**src/rtl/logic_unit_arbiter_pkg.sv**
```systemverilog
// Shared constants and types for the logic-unit arbiter slice.
package logic_unit_pkg;

   localparam logic OP_AND = 1'b0;
   localparam logic OP_OR  = 1'b1;

   // 2'd3 is unused; the FSM recovers it to ST_IDLE
   typedef enum logic [1:0] {
      ST_IDLE = 2'd0,
      ST_EXEC = 2'd1,
      ST_RESP = 2'd2
   } state_t;

   // requester-index width, never narrower than one bit
   function automatic int id_w(input int n);
      return (n > 1) ? $clog2(n) : 1;
   endfunction

endpackage

```
**src/rtl/logic_unit_arbiter_if.sv**
```systemverilog
// Bus bundle between requesters, the arbiter, the shared logic unit and the response consumer.
interface logic_unit_arbiter_if
   import logic_unit_pkg::*;
#(
   parameter int N_REQ = 2,
   parameter int WIDTH = 32
);
   localparam int ID_W = id_w(N_REQ);

   logic [N_REQ-1:0]       req_valid;
   logic [N_REQ-1:0]       req_ready;
   logic [N_REQ*WIDTH-1:0] req_a;
   logic [N_REQ*WIDTH-1:0] req_b;
   logic [N_REQ-1:0]       req_op;
   logic [WIDTH-1:0]       lu_a;
   logic [WIDTH-1:0]       lu_b;
   logic                   lu_ctrl;
   logic [WIDTH-1:0]       lu_y;
   logic                   resp_valid;
   logic                   resp_ready;
   logic [WIDTH-1:0]       resp_data;
   logic [ID_W-1:0]        resp_id;
   logic                   busy;

   // arbiter side
   modport slave (
      input  req_valid, req_a, req_b, req_op, lu_y, resp_ready,
      output req_ready, lu_a, lu_b, lu_ctrl, resp_valid, resp_data, resp_id, busy
   );

   // requester / unit / consumer side
   modport master (
      output req_valid, req_a, req_b, req_op, lu_y, resp_ready,
      input  req_ready, lu_a, lu_b, lu_ctrl, resp_valid, resp_data, resp_id, busy
   );

endinterface

```
**src/rtl/logic_unit_arbiter_rr_arbiter.sv**
```systemverilog
// Combinational round-robin picker: first set request at or after ptr, wrapping.
module rr_arbiter
   import logic_unit_pkg::*;
#(
   parameter int N_REQ = 2,
   parameter int ID_W  = id_w(N_REQ)
) (
   input  logic [N_REQ-1:0] req,
   input  logic [ID_W-1:0]  ptr,
   output logic [N_REQ-1:0] gnt,
   output logic [ID_W-1:0]  gnt_id,
   output logic             any
);

   // walk the requesters in priority order starting at ptr; first hit wins
   always_comb begin
      gnt    = '0;
      gnt_id = '0;
      any    = 1'b0;
      for (int k = 0; k < N_REQ; k++) begin
         if (!any && req[(int'(ptr) + k) % N_REQ]) begin
            any                          = 1'b1;
            gnt[(int'(ptr) + k) % N_REQ] = 1'b1;
            gnt_id                       = ID_W'((int'(ptr) + k) % N_REQ);
         end
      end
   end

endmodule

```
**src/rtl/logic_unit_arbiter.sv**
```systemverilog
// Shares one external AND/OR unit among N_REQ requesters: round-robin grant,
// operand capture, one EXEC cycle for the unit, then a held response.
module logic_unit_arbiter
   import logic_unit_pkg::*;
#(
   parameter int N_REQ = 2,
   parameter int WIDTH = 32
) (
   input logic                 clk,
   input logic                 rst_n,
   logic_unit_arbiter_if.slave bus
);

   localparam int ID_W = id_w(N_REQ);

   state_t            r_state;
   state_t            w_next;
   logic              w_accept;
   logic [ID_W-1:0]   r_rr_ptr;
   logic [ID_W-1:0]   w_rr_ptr_nxt;
   logic [N_REQ-1:0]  w_gnt;
   logic [ID_W-1:0]   w_gnt_id;
   logic              w_any;
   logic [WIDTH-1:0]  w_sel_a;
   logic [WIDTH-1:0]  w_sel_b;
   logic              w_sel_op;
   logic [WIDTH-1:0]  r_lu_a;
   logic [WIDTH-1:0]  r_lu_b;
   logic              r_lu_ctrl;
   logic              r_resp_valid;
   logic [WIDTH-1:0]  r_resp_data;
   logic [ID_W-1:0]   r_resp_id;

   rr_arbiter #(.N_REQ(N_REQ), .ID_W(ID_W)) u_rr (
      .req    (bus.req_valid),
      .ptr    (r_rr_ptr),
      .gnt    (w_gnt),
      .gnt_id (w_gnt_id),
      .any    (w_any)
   );

   assign w_sel_a  = bus.req_a[int'(w_gnt_id)*WIDTH +: WIDTH];
   assign w_sel_b  = bus.req_b[int'(w_gnt_id)*WIDTH +: WIDTH];
   assign w_sel_op = bus.req_op[w_gnt_id];

   // pointer moves just past the winner; with one requester it stays at 0
   assign w_rr_ptr_nxt = (w_gnt_id == ID_W'(N_REQ-1)) ? '0 : w_gnt_id + 1'b1;

   // state register
   always_ff @(posedge clk or negedge rst_n) begin
      if (!rst_n) r_state <= ST_IDLE;
      else        r_state <= w_next;
   end

   // next-state and accept decode; unused encoding falls back to idle
   always_comb begin
      w_next   = r_state;
      w_accept = 1'b0;
      case (r_state)
         ST_IDLE: if (w_any) begin
            w_next   = ST_EXEC;
            w_accept = 1'b1;
         end
         ST_EXEC: w_next = ST_RESP;
         ST_RESP: if (bus.resp_ready) w_next = ST_IDLE;
         default: w_next = ST_IDLE;
      endcase
   end

   // capture the winner's operands and id; they hold until the next grant
   always_ff @(posedge clk or negedge rst_n) begin
      if (!rst_n) begin
         r_lu_a    <= '0;
         r_lu_b    <= '0;
         r_lu_ctrl <= OP_AND;
         r_resp_id <= '0;
         r_rr_ptr  <= '0;
      end else if (w_accept) begin
         r_lu_a    <= w_sel_a;
         r_lu_b    <= w_sel_b;
         r_lu_ctrl <= w_sel_op;
         r_resp_id <= w_gnt_id;
         r_rr_ptr  <= w_rr_ptr_nxt;
      end
   end

   // sample the unit result in EXEC and hold it until the consumer takes it
   always_ff @(posedge clk or negedge rst_n) begin
      if (!rst_n) begin
         r_resp_data  <= '0;
         r_resp_valid <= 1'b0;
      end else if (r_state == ST_EXEC) begin
         r_resp_data  <= bus.lu_y;
         r_resp_valid <= 1'b1;
      end else if (r_state == ST_RESP && bus.resp_ready) begin
         r_resp_valid <= 1'b0;
      end
   end

   // accept strobe only in idle, and never while reset is asserted
   assign bus.req_ready  = (rst_n && r_state == ST_IDLE) ? w_gnt : '0;
   assign bus.lu_a       = r_lu_a;
   assign bus.lu_b       = r_lu_b;
   assign bus.lu_ctrl    = r_lu_ctrl;
   assign bus.resp_valid = r_resp_valid;
   assign bus.resp_data  = r_resp_data;
   assign bus.resp_id    = r_resp_id;
   assign bus.busy       = (r_state != ST_IDLE);

endmodule
```
**src/flat_wrapper.sv**
```systemverilog
// flat-port wrapper written by rule: the top's interface ports become plain ports
module logic_unit_arbiter_flat import logic_unit_pkg::*;
#(
   parameter int N_REQ = 2,
   parameter int WIDTH = 32
)
  (clk, rst_n, bus_req_valid, bus_req_a, bus_req_b, bus_req_op, bus_lu_y, bus_resp_ready, bus_req_ready, bus_lu_a, bus_lu_b, bus_lu_ctrl, bus_resp_valid, bus_resp_data, bus_resp_id, bus_busy);
  logic_unit_arbiter_if #(.N_REQ(N_REQ), .WIDTH(WIDTH)) bus_i ();
  input logic clk;
  input logic rst_n;
  input wire logic [$bits(bus_i.req_valid)-1:0] bus_req_valid;
  input wire logic [$bits(bus_i.req_a)-1:0] bus_req_a;
  input wire logic [$bits(bus_i.req_b)-1:0] bus_req_b;
  input wire logic [$bits(bus_i.req_op)-1:0] bus_req_op;
  input wire logic [$bits(bus_i.lu_y)-1:0] bus_lu_y;
  input wire logic [$bits(bus_i.resp_ready)-1:0] bus_resp_ready;
  output wire logic [$bits(bus_i.req_ready)-1:0] bus_req_ready;
  output wire logic [$bits(bus_i.lu_a)-1:0] bus_lu_a;
  output wire logic [$bits(bus_i.lu_b)-1:0] bus_lu_b;
  output wire logic [$bits(bus_i.lu_ctrl)-1:0] bus_lu_ctrl;
  output wire logic [$bits(bus_i.resp_valid)-1:0] bus_resp_valid;
  output wire logic [$bits(bus_i.resp_data)-1:0] bus_resp_data;
  output wire logic [$bits(bus_i.resp_id)-1:0] bus_resp_id;
  output wire logic [$bits(bus_i.busy)-1:0] bus_busy;
  assign bus_i.req_valid = bus_req_valid;
  assign bus_i.req_a = bus_req_a;
  assign bus_i.req_b = bus_req_b;
  assign bus_i.req_op = bus_req_op;
  assign bus_i.lu_y = bus_lu_y;
  assign bus_i.resp_ready = bus_resp_ready;
  assign bus_req_ready = bus_i.req_ready;
  assign bus_lu_a = bus_i.lu_a;
  assign bus_lu_b = bus_i.lu_b;
  assign bus_lu_ctrl = bus_i.lu_ctrl;
  assign bus_resp_valid = bus_i.resp_valid;
  assign bus_resp_data = bus_i.resp_data;
  assign bus_resp_id = bus_i.resp_id;
  assign bus_busy = bus_i.busy;
  logic_unit_arbiter #(.N_REQ(N_REQ), .WIDTH(WIDTH)) u_core (.clk(clk), .rst_n(rst_n), .bus(bus_i));
endmodule
```
**config.mk**
```make
export PLATFORM = sky130hd
export DESIGN_NAME = logic_unit_arbiter_flat
export DESIGN_NICKNAME = d
export VERILOG_FILES = /design/src/rtl/logic_unit_arbiter_pkg.sv /design/src/rtl/logic_unit_arbiter_if.sv /design/src/rtl/logic_unit_arbiter_rr_arbiter.sv /design/src/rtl/logic_unit_arbiter.sv /design/src/flat_wrapper.sv
export SDC_FILE = /design/constraint.sdc
export NUM_CORES = 1
export LEC_CHECK = 0
export ABC_AREA = 1
export BUFFER_PORTS_ARGS = -buffer_cell sky130_fd_sc_hd__buf_4
export CAP_MARGIN = 0
export CELL_PAD_IN_SITES_DETAIL_PLACEMENT = 1
export CELL_PAD_IN_SITES_GLOBAL_PLACEMENT = 1
export CORE_ASPECT_RATIO = 1.25
export CORE_MARGIN = 5
export CORE_UTILIZATION = 30
export DETAILED_ROUTE_END_ITERATION = 7
export MAX_ROUTING_LAYER = met4
export PLACE_DENSITY = 0.91
export SETUP_SLACK_MARGIN = 0.05
export SLEW_MARGIN = 10
export SYNTH_ARGS = -nofsm -noshare
export SYNTH_HDL_FRONTEND = slang
export SYNTH_HIERARCHICAL = 1
export SYNTH_SLANG_ARGS = --single-unit
```
**constraint.sdc**
```tcl
create_clock -name clk -period 1.8 [get_ports clk]
set_clock_uncertainty 0.2 [all_clocks]
set_input_delay 0.09 -clock clk [delete_from_list [all_inputs] [get_ports clk]]
set_output_delay 0.09 -clock clk [all_outputs]
set_load 0.05 [all_outputs]
```
==> results_dict.tcl <==
set metrics [dict create \
    status "finished clean" \
    finalCriticalPeriod_ns 1.70 \
    drtIter0Drc 337 \
    ys_seq_area_share_pct 54.3 \
    critPathLaunchType "flop" \
    drt_pre_antenna_iters 4 \
    cts_tree "yes" \
    num_vias 6218 \
    ys_types 15 \
    die_area_sq_mm 0.0183 \
    fin_util_pct 57.5 \
    drt-total-wl_microns 26700 \
    period_share_pct 94.3 \
    stdcell_count 1297 \
    synth_top_area_share_pct 54.3 \
    grt_pass1_vias 7156 \
    cts_buffers 9 \
    fin_area_sq_mm 0.00891 \
    cts.sinks 102 \
    io_buffers 268 \
    slew_violations 0 \
    tightestPinTransition_ns 0.465 \
    antenna_left 0 \
    crit_fanout 21 \
    rsz0062_at_grt "no" \
    row_count 51 \
    grt_usage_pct 29.5 \
    insertion_delay_ns 0.34 \
    path_clk_slew_ns 0.08 \
    io-pin-count 269 \
    yosysTopAreaCell "dfrtp_1" \
    p_leak_nw 4.96 \
    synth.net_count 819 \
    finalHoldViolCount 0 \
    gp_congestion 0.759 \
    drc 0 \
    fin_nets 1239 \
    synth-warning-count 6 \
    grt_start_max_net_pins 84 \
    fill_cells 1901 \
    power_density_mw_per_mm2 1770 \
    area_growth_pct 89.5 \
    grt_antenna_before_repair 8 \
    post-synth-top-count-cell "nand2_1" \
    fin_tns_setup_ns 0 \
    wire_per_inst_microns 20.6 \
    dpl-instance-area_sq_mm 0.00695 \
    die_y_microns 150 \
    async_flop_share_pct 100 \
    critical_path_class "reg -> reg" \
    clk_path_buf_depth 2 \
    hold_class "in -> async" \
    synthFlopType "dfrtp_1" \
    holdWs_ns 0.00163 \
    ys_ff_latch 102 \
    postSynthAreaPerCell_sq_um 7.21 \
    grt_pass1_wl_microns 39700 \
    grt_overflow_total 0 \
    initial_core_util_pct 30.3 \
    h-tree-depth 3 \
    viasPerCell 4.79 \
    fp.dieW_microns 122 \
    ys_top_cells_by_count "nand2_1, dfrtp_1, buf_2" \
    setup_viol 0 \
    max_freq_mhz 589 \
    synth_top_cells_by_area "dfrtp_1, nand2_1, buf_2" \
    relSlewSlack_pct 69.0 \
    crit_arrival_ns 1.78 \
    postSynthCellCount 652 \
    netlist_area_sq_mm 0.00470 \
    peakVddDrop_uv 665 \
    rr_worst_depth 7 \
    endpoint_kind "flop" \
    cts_setup_buffers 0 \
    drive_gt1_share_pct 28.3 \
    cts-root-buf "clkbuf_16" \
    placed_cells 1109 \
    max_cap_violations 0 \
    hpwl_microns 13600 \
    synth_edf_count 0 \
    core_area_sq_mm 0.0155 \
    critPathRequiredTime_ns 1.89 \
]
==> through the flow <==
step / total power (W) / setup slack, ns
final: 0.0158 / 0.103
after global routing: 0.0165 / 0.0680
after CTS: 0.0154 / 0.0747
after detailed placement: 0.0132 / 0.258
after global placement: 0.0129 / 0.313
after floorplan: 0.00999 / 0.150
==> flip-flops by register name, indices dropped and copies added (netlist names) <==
register / cells
u_core/bus.lu_a: 32
u_core/bus.lu_b: 32
u_core/bus.resp_data: 32
u_core/r_state: 2
u_core/bus.lu_ctrl: 1
u_core/bus.resp_id: 1
u_core/bus.resp_valid: 1
u_core/r_rr_ptr: 1
==> report_power, final <==
part           leakage, nW  total, W  internal [W]  switching, W
clock                0.132   0.00191      0.000959      0.000948
combinational         3.57   0.00975       0.00276       0.00700
sequential            1.26   0.00415       0.00340      0.000745
total                 4.96    0.0158       0.00712       0.00869
==> layout make-up <==
type | count | area, sq um | share of cell area [%]
clock inverters | 7 | 58.8 | 0.660
repair buffers | 443 | 3810 | 42.7
flip-flops and latches | 102 | 2550 | 28.7
inverters | 9 | 33.8 | 0.379
multi-input cells | 507 | 1950 | 21.9
clock buffers | 9 | 225 | 2.53
diodes | 8 | 20.0 | 0.225
well taps | 212 | 265 | 2.98
==> critical path, stage by stage, from the launching register on <==
cell	delay, ns
dfrtp_1	0.37
inv_1	0.09
a21oi_4	0.21
buf_4	0.32
nand2_1	0.15
nand2_1	0.13
nand2_1	0.08
nand2_1	0.09
==> per-layer routing <==
metal / global-route usage, % / part of all wire, % / vias up
li1: - / - / 2789
met1: 28.1 / 33 / 3023
met2: 54.6 / 55 / 308
met3: 6.47 / 6.2 / 98
met4: 16.5 / 5.2 / 0
met5: - / 0 / -
==> logic make-up after synthesis <==
| group | after synthesis | share of synthesized area, % |
|---|---|---|
| buf+inv | 43 | 4.74 |
| simple gates | 502 | 40.5 |
| flops | 102 | 54.3 |
| compound gates | 5 | 0.532 |
==> cell usage in the layout, fill, tap and decap left out, types with 3 or more instances in the layout <==
cell type	count
buf_4	272
diode_2	8
dlygate4sd3_1	164
nand2_1	493
clkbuf_16	9
nand3_1	3
dfrtp_1	101
clkinvlp_4	3
buf_12	5
inv_2	4
inv_1	5
==> worst paths after layout <==
check | start | to | slack [ns]
max | u_core/r_rr_ptr | u_core/bus.lu_a[9] | 0.10
max reg2reg | u_core/r_rr_ptr | u_core/bus.lu_a[9] | 0.10
min in group clk | bus_req_valid[0] | u_core/bus.resp_id | 0.11
min | rst_n | u_core/bus.lu_a[28] | 0.002
min reg2reg | u_core/bus.resp_data[2] | u_core/bus.resp_data[2] | 0.27
max in group asynchronous | rst_n | u_core/r_state[1] | 0.67
==> what timing repair did <==
| item | in CTS | in global routing |
|---|---|---|
| gates resized for setup | 1 | 3 |
| setup endpoints to repair | 1 | 2 |
| hold buffers | 164 | 0 |
| hold endpoints to repair | 201 | 0 |
Note: power is estimated with default switching activity, not from simulation.
